[src/rtl/ndma_pkg.sv]
// Shared types and defaults for the NDMA word-copy engine.
package ndma_pkg;

  typedef enum logic [2:0] {
    IDLE    = 3'd0,
    RD_REQ  = 3'd1,
    RD_WAIT = 3'd2,
    WR_REQ  = 3'd3,
    WR_WAIT = 3'd4,
    DONE    = 3'd5
  } ndma_state_e;

  localparam int unsigned NdmaAddrIncDefault = 4;

endpackage

[src/rtl/ndma_xfer_engine.sv]
// Single-channel DMA copy engine: reads one word over OBI, writes it back out,
// repeats len_i times, then pulses done_o.
module ndma_xfer_engine
  import ndma_pkg::*;
#(
  parameter int unsigned AddrInc = NdmaAddrIncDefault
) (
  input  logic        clk_i,
  input  logic        rst_ni,
  input  logic        start_i,
  input  logic [31:0] rd_addr_i,
  input  logic [31:0] wr_addr_i,
  input  logic [7:0]  len_i,
  output logic        busy_o,
  output logic        done_o,
  output logic        err_o,
  output logic        req_o,
  output logic        we_o,
  output logic [31:0] addr_o,
  output logic [31:0] wdata_o,
  output logic [3:0]  be_o,
  input  logic        gnt_i,
  input  logic        rvalid_i,
  input  logic        err_i,
  input  logic [31:0] rdata_i,
  output ndma_state_e state_o
);

  // OBI handshake: req_o with addr_o/we_o/wdata_o is held stable until gnt_i;
  // the response (rvalid_i, err_i, rdata_i) is only taken in the *_WAIT state
  // after the grant cycle, so at most one transaction is ever outstanding.

  ndma_state_e state_q, state_d;
  logic [31:0] rd_addr_q, rd_addr_d;
  logic [31:0] wr_addr_q, wr_addr_d;
  logic [7:0]  cnt_q, cnt_d;
  logic [31:0] hold_q, hold_d;
  logic        err_q, err_d;

  always_ff @(posedge clk_i or negedge rst_ni) begin
    if (!rst_ni) begin
      state_q   <= IDLE;
      rd_addr_q <= '0;
      wr_addr_q <= '0;
      cnt_q     <= '0;
      hold_q    <= '0;
      err_q     <= 1'b0;
    end else begin
      state_q   <= state_d;
      rd_addr_q <= rd_addr_d;
      wr_addr_q <= wr_addr_d;
      cnt_q     <= cnt_d;
      hold_q    <= hold_d;
      err_q     <= err_d;
    end
  end

  always_comb begin
    state_d   = state_q;
    rd_addr_d = rd_addr_q;
    wr_addr_d = wr_addr_q;
    cnt_d     = cnt_q;
    hold_d    = hold_q;
    err_d     = err_q;
    req_o     = 1'b0;
    we_o      = 1'b0;
    addr_o    = '0;
    wdata_o   = '0;
    busy_o    = 1'b0;
    done_o    = 1'b0;

    unique case (state_q)
      IDLE: begin
        if (start_i) begin
          err_d = 1'b0;
          if (len_i == 8'd0) begin
            state_d = DONE;
          end else begin
            rd_addr_d = rd_addr_i;
            wr_addr_d = wr_addr_i;
            cnt_d     = len_i;
            state_d   = RD_REQ;
          end
        end
      end
      RD_REQ: begin
        busy_o = 1'b1;
        req_o  = 1'b1;
        addr_o = rd_addr_q;
        if (gnt_i) state_d = RD_WAIT;
      end
      RD_WAIT: begin
        busy_o = 1'b1;
        if (rvalid_i) begin
          if (err_i) begin
            err_d   = 1'b1;
            state_d = DONE;
          end else begin
            hold_d  = rdata_i;
            state_d = WR_REQ;
          end
        end
      end
      WR_REQ: begin
        busy_o  = 1'b1;
        req_o   = 1'b1;
        we_o    = 1'b1;
        addr_o  = wr_addr_q;
        wdata_o = hold_q;
        if (gnt_i) state_d = WR_WAIT;
      end
      WR_WAIT: begin
        busy_o = 1'b1;
        if (rvalid_i) begin
          if (err_i) begin
            err_d   = 1'b1;
            state_d = DONE;
          end else begin
            // Addresses wrap naturally at 2^32.
            rd_addr_d = rd_addr_q + 32'(AddrInc);
            wr_addr_d = wr_addr_q + 32'(AddrInc);
            cnt_d     = cnt_q - 8'd1;
            state_d   = (cnt_q == 8'd1) ? DONE : RD_REQ;
          end
        end
      end
      DONE: begin
        done_o  = 1'b1;
        state_d = IDLE;
      end
      default: state_d = IDLE;
    endcase
  end

  assign err_o   = err_q;
  assign be_o    = 4'hF;
  assign state_o = state_q;

endmodule

[config.mk]
export PLATFORM = sky130hd
export DESIGN_NAME = ndma_xfer_engine
export DESIGN_NICKNAME = d
export VERILOG_FILES = /design/src/rtl/ndma_pkg.sv /design/src/rtl/ndma_xfer_engine.sv
export SDC_FILE = /design/constraint.sdc
export NUM_CORES = 1
export LEC_CHECK = 0
export ABC_CLOCK_PERIOD_IN_PS = 2650
export BUFFER_PORTS_ARGS = -buffer_cell sky130_fd_sc_hd__buf_2
export CAP_MARGIN = 0
export CORE_MARGIN = 1
export CORE_UTILIZATION = 35
export CTS_CLUSTER_DIAMETER = 80
export CTS_CLUSTER_SIZE = 24
export DETAILED_ROUTE_END_ITERATION = 7
export GPL_ROUTABILITY_DRIVEN = 0
export PLACE_DENSITY = 0.6
export SETUP_SLACK_MARGIN = 0.02
export SYNTH_ARGS = -nofsm -noshare
export SYNTH_HDL_FRONTEND = slang
export SYNTH_SLANG_ARGS = --single-unit
[constraint.sdc]
create_clock -name clk_i -period 2.65 [get_ports clk_i]
set_input_delay 0.53 -clock clk_i [delete_from_list [all_inputs] [get_ports clk_i]]
set_output_delay 0.53 -clock clk_i [all_outputs]
set_load 0.02 [all_outputs]
== After elaboration in Yosys (flattened, before gate mapping) ==
Cells that the tools add are included.

* Flip-flop bits (word level): 108
* Input bits: 110

* Eq/ne operators: 15
* Reduce and logical (&&, ||, !) cells: 11
* Bitwise gates (word level): 1
* Add/subtract/negate cells: 3
* Mux-type cells: 35

{| class="wikitable"
|+ Operators with widths
! operator !! count
|-
| 2-to-1 mux 32 bit || 9
|-
| one-hot mux 32 bit (2 select lines) || 3
|-
| adder 32 x 3 -> 32 bit (second input constant) || 2
|-
| 2-to-1 mux 8 bit || 4
|-
| 2-to-1 mux 3 bit || 9
|-
| one-hot mux 8 bit (2 select lines) || 1
|-
| one-hot mux 3 bit (5 select lines) || 1
|-
| != test 2 bit (second input constant) || 7
|-
| AND reduction 5 bit || 2
|-
| == test 8 x 1 -> 1 bit (second input constant) || 1
|-
| logical NOT 8 bit || 1
|-
| subtractor 8 x 1 -> 8 bit (second input constant) || 1
|-
| 2-to-1 mux 1 bit || 7
|-
| == test 3 x 2 -> 1 bit (second input constant) || 2
|-
| == test 3 bit (second input constant) || 2
|-
| != test 2 x 1 -> 1 bit (second input constant) || 2
|-
| AND reduction 4 bit || 1
|-
| nonzero test 2 bit || 2
|-
| OR reduction 2 bit || 2
|-
| OR reduction 4 bit || 1
|-
| == test 3 x 1 -> 1 bit (second input constant) || 1
|-
| logical NOT 3 bit || 1
|-
| AND reduction 3 bit || 1
|-
| one-hot mux 1 bit (2 select lines) || 1
|-
| inverter 1 bit || 1
|}

== Logic depth before layout (Yosys ltp) ==
Gate-level depths: netlist of run 1.

* Word-level depth: 5
* Gate-level depth with buffers: 8
* Mapped depth without buffers: 6

== Worst setup path after synthesis of run 1 ==
OpenSTA, ideal clock, no wires.

* Path type: flip-flop to output port
* From: reg state_q[1], in the netlist state_o[1]
* To: out addr_o[17]
* Data required time: 2.120 ns
* Cell stages (with the launch flop): 6
* Slack: 0.318 ns
* Arrival time: 1.802 ns
* Path buffers: 3
* Cells stage by stage: dfrtp_1 > clkbuf_1 > buf_1 > buf_2 > mux2i_1 > nor2_1

* Longest elaborated chain between the ends: 2
* Elaborated cells on any way between the ends: 3
* Those cells by class: 2 x eq/ne; 1 x mux

{| class="wikitable"
|+ Ends and longest elaborated chain
! what !! line !! source
|-
| start: declaration || ndma_xfer_engine.sv:33 || <nowiki>ndma_state_e state_q, state_d;</nowiki>
|-
| start signal: assignment || ndma_xfer_engine.sv:49 || <nowiki>state_q <= state_d;</nowiki>
|-
| == test 3 x 2 -> 1 bit or == test 3 x 1 -> 1 bit (tied branches) || ndma_xfer_engine.sv:72 || <nowiki>unique case (state_q)</nowiki>
|-
| one-hot mux 32 bit (2 select lines) * || ndma_xfer_engine.sv:72 ||
|-
| end: declaration || ndma_xfer_engine.sv:19 || <nowiki>output logic [31:0] addr_o,</nowiki>
|}

Every way passes the cells marked *; elsewhere a longest branch is shown, timed or not.

== Worst setup path after layout of run 1 ==
* From: reg state_q[1], in the netlist state_o[1]
* To: out wdata_o[20]

* Longest elaborated chain between the ends: 2

{| class="wikitable"
|+ Ends and longest elaborated chain
! what !! line !! source
|-
| == test 3 x 2 -> 1 bit || ndma_xfer_engine.sv:72 ||
|-
| 2-to-1 mux 32 bit || ndma_xfer_engine.sv:72 ||
|-
| end: declaration || ndma_xfer_engine.sv:20 || <nowiki>output logic [31:0] wdata_o,</nowiki>
|}

Every way passes these cells.

==> out/qor.yml, run 1 <==
detailed_routing:
  first_iter_violations: 601
  vias: 6491
  drt_wl_total_um: 20800
  ant_nets: 0
  wire_per_inst_um: 17.38
  dr.pass1.iters: 5
  drc: 0
  viasPerCell: 5.423
synthesis:
  synth_edf_count: 0
  yosysTopAreaCell: "dfrtp_1"
  synth_ff_type: "dfrtp_1"
  async_flop_share_pct: 100.0
  synth_area_per_cell_um2: 8.707
  mappedNetlistArea_um2: 6756
  ys_seq_area_share_pct: 40.00
  yosys.area.top_type_share_pct: 40.00
  yosys-top-cells-area: "dfrtp_1 (40%), a21oi_1 (6.8%), mux2i_1 (5.3%)"
  synth_cells: 776
  ys_warn_count: 0
  synth_cell_types: 71
  synth_seq_cells: 108
  synth.most_common_cell: "dfrtp_1"
  synth_common_cells: "dfrtp_1 (108), a21oi_1 (92), nor2_1 (80), nand2_1 (69), clkbuf_1 (41)"
critical_path:
  r2r-end: "wr_addr_q[26]"
  crit_start: "state_o[1]"
  path_class: "reg2out"
  r2r_cells: 6
  r2r_slack_ns: 0.26
  crit_required_ns: 2.12
  end_kind: "output pin"
  critPathMaxFanout: 29
  r2r-start: "wr_addr_q[2]"
  start_kind: "flip-flop"
  arrival_ns: 1.92
outcome:
  status: "finished, final reports clean"
timing:
  setup_tns_ns: 0
  max_freq_mhz: 407.9
  fin_crit_sh_pct: 92.52
  max-slew-margin-rel_pct: 60.01
  min_period_ns: 2.452
  hold_ws_ns: 0.07512
  skew_ns: 0.009021
  setup_viol: 0
  finalMaxSlewViolations: 0
  worst_pin_slew_ns: 0.5998
  hold_viol_final: 0
  rsz0062_at_grt: "false"
global_route:
  grt_max_degree: 131
  grt_usage_pct: 21.20
  grt_pass1_wl_um: 32860
  grt_pass1_vias: 5871
  antenna_found_initial: 2
  overflow: 0
layout:
  nFillCells: 1909
  regArea_um2: 2704
  post-route-util_pct: 43.61
  finalNetCount: 1046
  multiInputGateArea_um2: 3667
  drive_gt1_share_pct: 26.57
  num_antenna_cells: 0
  syn_to_final_growth_pct: 21.56
power_and_ir_drop:
  power-per-cell-area_nw_per_um2: 1171
  ir_drop_mv: 0.6196
  p_leak_nw: 3.748
cts:
  cts.path.max_buffers: 2
  htreeDepth: 3
  clockRootBuffer: "clkbuf_16"
  path_clk_slew_ns: 0.08
  cts_resized: 0
  cts-buffers-inserted: 9
  post-cts-setup-buffers: 0
  cts_num_sinks: 108
  insertion_delay_ns: 0.36
  cts_tree: "yes"
  hold_buffers: 0
placed_design:
  portBuffers: 181
  hpwlAfterDp_um: 14870
floorplan:
  die_w_um: 140.9
  core_area_um2: 18830
  start_util_pct: 35.88
  num_rows: 50
  die_h_um: 140.9
  die_area_um2: 19860
  pin_count: 186
flow_run:
  drv_cap: 0
min_path:
  hold_path_class: "in2async"
==> critical path: stages (launching register included) <==
cell and delay [ns]:
dfrtp_2 0.41, buf_4 0.43, buf_4 0.35, and3_1 0.21, buf_2 0.16
==> state kept, by name (all words and copies together), names as in the netlist <==
signal,cells
cnt_q,8
err_o,1
hold_q,32
rd_addr_q,32
state_o,3
wr_addr_q,32
==> report_power, final <==
part           leakage, nW  internal [mW]  switching, mW
registers             1.26           2.46          0.904
logic                 2.34           1.89           2.95
clock network        0.146          0.765          0.653
==> cell families (layout without fill, tap and decap cells) <==
logic type | after synthesis | after routing | synth area share [%]
xor gates and xnor gates | 2 | 2 | 0.2593
AOI/OAI and AO/OA | 231 | 231 | 21.22
muxes | 69 | 69 | 10.83
buffers and inverters | 80 | 238 | 6.111
DFF | 108 | 108 | 40.00
and+or+nand+nor | 281 | 281 | 20.78
other | 1 | 4 | 0.05550
adders and majority gates | 4 | 4 | 0.7408
==> metrics by stage <==
stage	std cells	power (mW)	setup slack, ns	instance area [um2]
floorplan	779	6.729	0.3182	6768
global placement	1181	8.165	0.2513	7910
detailed placement	1181	8.230	0.2187	7910
CTS	1197	9.666	0.1916	8213
global route	1197	10.36	0.1216	8213
finish	1197	9.621	0.1982	8213
==> layout by cell type, fill, tap and decap left out, types with 21 or more instances in the layout <==
cell type	instances
nand2_1	68
mux2_1	30
o21ai_0	28
buf_4	24
a21oi_1	92
nor2_1	80
mux2i_1	36
dfrtp_1	107
buf_2	180
and3_1	40
o21ai_1	21
o22ai_1	26
nand3_1	23
nand4_1	21
==> worst max-delay path by stage <==
stage	to	slack [ns]	depth (start not counted)
after floorplan	addr_o[17]	0.32	5
after global placement	wr_addr_q[13]	0.25	7
after detailed placement	wr_addr_q[13]	0.22	7
after CTS	wdata_o[20]	0.19	4
after global routing	wdata_o[16]	0.12	4
final	wdata_o[20]	0.20	4
==> layout make-up <==
| type | count | share of cell area [%] |
|---|---|---|
| well taps | 260 | 3.961 |
| repair buffers | 208 | 14.14 |
| multi-input cells | 591 | 44.65 |
| clock buffers | 11 | 2.956 |
| inverters | 14 | 0.6399 |
| clock inverters | 5 | 0.7313 |
| flip-flops and latches | 108 | 32.92 |
==> per-layer routing <==
layer | GRT usage (%) | share of wire, % | vias to the layer above
met4 | 5.492 | 0.96 | 2
met5 | 0 | 0.053 | -
met2 | 33.83 | 48 | 154
li1 | - | - | 3174
met3 | 3.668 | 5.3 | 14
met1 | 29.64 | 46 | 3147
Power figures use the tool's default switching activity.
==> inputs of run 2 (changes only) <==
--- a/config.mk
+++ b/config.mk
@@ -14,6 +14,7 @@
 export CTS_CLUSTER_SIZE = 24
 export DETAILED_ROUTE_END_ITERATION = 7
 export GPL_ROUTABILITY_DRIVEN = 0
+export MAX_ROUTING_LAYER = met4
 export PLACE_DENSITY = 0.6
 export SETUP_SLACK_MARGIN = 0.02
 export SYNTH_ARGS = -nofsm -noshare
==> out/qor.yml, run 2 (synthesized netlist as in run 1, its figures left out) <==
cts:
  insertion_delay_ns: 0.36  # about the same
  cts_tree: "yes"
  hold_buffers: 0  # unchanged
  cts.path.max_buffers: 2  # unchanged
  cts_num_sinks: 108  # unchanged
  htreeDepth: 3  # unchanged
  cts_resized: 0  # unchanged
  clockRootBuffer: "clkbuf_16"
  post-cts-setup-buffers: 0  # unchanged
  path_clk_slew_ns: 0.08  # about the same
  cts-buffers-inserted: 9  # unchanged
floorplan:
  num_rows: 50  # unchanged
  die_w_um: 140.9  # unchanged
  core_area_um2: 18830  # unchanged
  die_area_um2: 19860  # unchanged
  start_util_pct: 35.88  # unchanged
  die_h_um: 140.9  # unchanged
  pin_count: 186  # unchanged
critical_path:
  cpLargestDelayFamily: "buffers and inverters"
  crit_path_frequent_cell: "buf_4"
  start_kind: "flip-flop"
  cp_num_buf_inv: 3  # unchanged
  cp_slowest_stage_delay_ns: 0.42  # about the same
  r2r-end: "wr_addr_q[26]"
  path_class: "reg2out"
  arrival_ns: 1.92  # about the same
  r2r-start: "wr_addr_q[2]"
  r2r_slack_ns: 0.26  # about the same
  critPathSlowestCell: "dfrtp_2"
  critPathMaxFanout: 29  # unchanged
  crit_chain: "buf_4 -> buf_4 -> and3_1 -> buf_2"
  end_kind: "output pin"
  crit_required_ns: 2.12  # about the same
  r2r_cells: 6  # unchanged
power_and_ir_drop:
  combinationalPowerShare_pct: 50.3  # about the same
  clockPowerShare_pct: 14.8  # about the same
  p_leak_nw: 3.748  # about the same
  power-per-cell-area_nw_per_um2: 1171  # about the same
  p_seq_share_pct: 34.9  # about the same
  p_sw_mw: 4.502  # about the same
  ir_drop_mv: 0.6251  # +0.89%
  intPower_mw: 5.120  # about the same
  power.share.switching_pct: 46.79  # about the same
detailed_routing:
  vias: 6549  # +0.89%
  dr.pass1.iters: 4  # -1
  ant_nets: 0  # unchanged
  first_iter_violations: 579  # -3.7%
  viasPerCell: 5.462  # +0.73%
  drc: 0  # unchanged
  wire_per_inst_um: 17.33  # -0.30%
  drt_wl_total_um: 20780  # -0.13%
timing:
  skew_ns: 0.008616  # -0.0004051 ns
  setup_tns_ns: 0  # unchanged
  worst_pin_slew_ns: 0.5843  # -0.01546 ns
  hold_viol_final: 0  # unchanged
  min_period_ns: 2.449  # -0.002712 ns
  fin_crit_sh_pct: 92.42  # -0.10 points
  max-slew-margin-rel_pct: 60.74  # +0.73 points
  finalMaxSlewViolations: 0  # unchanged
  max_freq_mhz: 408.3  # +0.11%
  rsz0062_at_grt: "false"
  setup_viol: 0  # unchanged
placed_design:
  placed_cells: 1181  # unchanged
  hpwlAfterDp_um: 14870  # unchanged
  portBuffers: 181  # unchanged
flow_run:
  drv_cap: 0  # unchanged
layout:
  finalNetCount: 1046  # unchanged
  top_regs: "hold_q x32, rd_addr_q x32, wr_addr_q x32"
  most-common-layout-cells: "buf_2 (180), dfrtp_1 (107), a21oi_1 (92)"
  final_common_cell: "buf_2"
  drive_gt1_share_pct: 26.57  # unchanged
  final_cells: 1199  # +0.17%
  syn_to_final_growth_pct: 21.63  # about the same
global_route:
  grt_max_degree: 131  # unchanged
  overflow: 0  # unchanged
  grt_pass1_wl_um: 32840  # about the same
  grt_pass1_vias: 5882  # +0.19%
  grt_usage_pct: 21.85  # +0.64 points
  antenna_found_initial: 2  # unchanged
min_path:
  hold_path_class: "in2async"
outcome:
  status: "finished, final reports clean"
## run 2: cell types whose count changed in the layout (fill, tap and decap cells not counted)
cell | before | now
diode_2 | 0 | 2
## run 2: power groups by stage
stage / registers (mW) / logic [mW] / clock network, mW
floorplan: 3.06 / 3.67 / 0
global placement: 3.36 / 4.80 / 0
detailed placement: 3.37 / 4.86 / 0
CTS: 3.34 / 4.88 / 1.45
global route: 3.50 / 5.35 / 1.51
finish: 3.36 / 4.84 / 1.42
## run 2: how the worst max path moves through the flow
stage | to | from | slack [ns] | cells after the start
2_1_floorplan | addr_o[17] | state_o[1] | 0.32 | 5
3_3_place_gp | wr_addr_q[13] | len_i[2] | 0.25 | 7
3_5_place_dp | wr_addr_q[13] | len_i[2] | 0.22 | 7
4_1_cts | wdata_o[20] | state_o[1] | 0.19 | 4
5_1_grt | wdata_o[16] | state_o[1] | 0.12 | 4
6_report | wdata_o[20] | state_o[1] | 0.20 | 4
## run 2: area by class of cell
| cell class | count | area (um2) |
|---|---|---|
| clock inverter | 5 | 60.06 |
| antenna | 2 | 5.005 |
| sequential | 108 | 2704 |
| fill | 1910 | 10610 |
| multi-input combinational | 591 | 3667 |
| clock buffer | 11 | 242.7 |
| tap | 260 | 325.3 |
| timing repair buffer | 208 | 1161 |
| inverter | 14 | 52.55 |
## run 2: per-stage QoR
stage                     power, mW  setup slack [ns]  utilization [%]  hold WS (ns)  instance area, um2
final                         9.622            0.2009            43.64       0.07686                8218
after global routing          10.36            0.1215            43.64       0.09505                8218
after CTS                     9.666            0.1916            43.61       0.07946                8213
after detailed placement      8.230            0.2187            42.01        0.4660                7910
after global placement        8.165            0.2513            42.01        0.4609                7910
after floorplan               6.729            0.3182                -        0.2344                6768
## run 2: routing by layer
metal  global-route usage (%)  wire [um]  up-vias  share of wire, %
met5                        -          0        -                 0
met4                    5.492        198        0              0.95
li1                         -          -     3178                 -
met1                    29.83       9492     3183                46
met2                    33.83       9930      176                48
met3                    3.363       1154       12               5.6
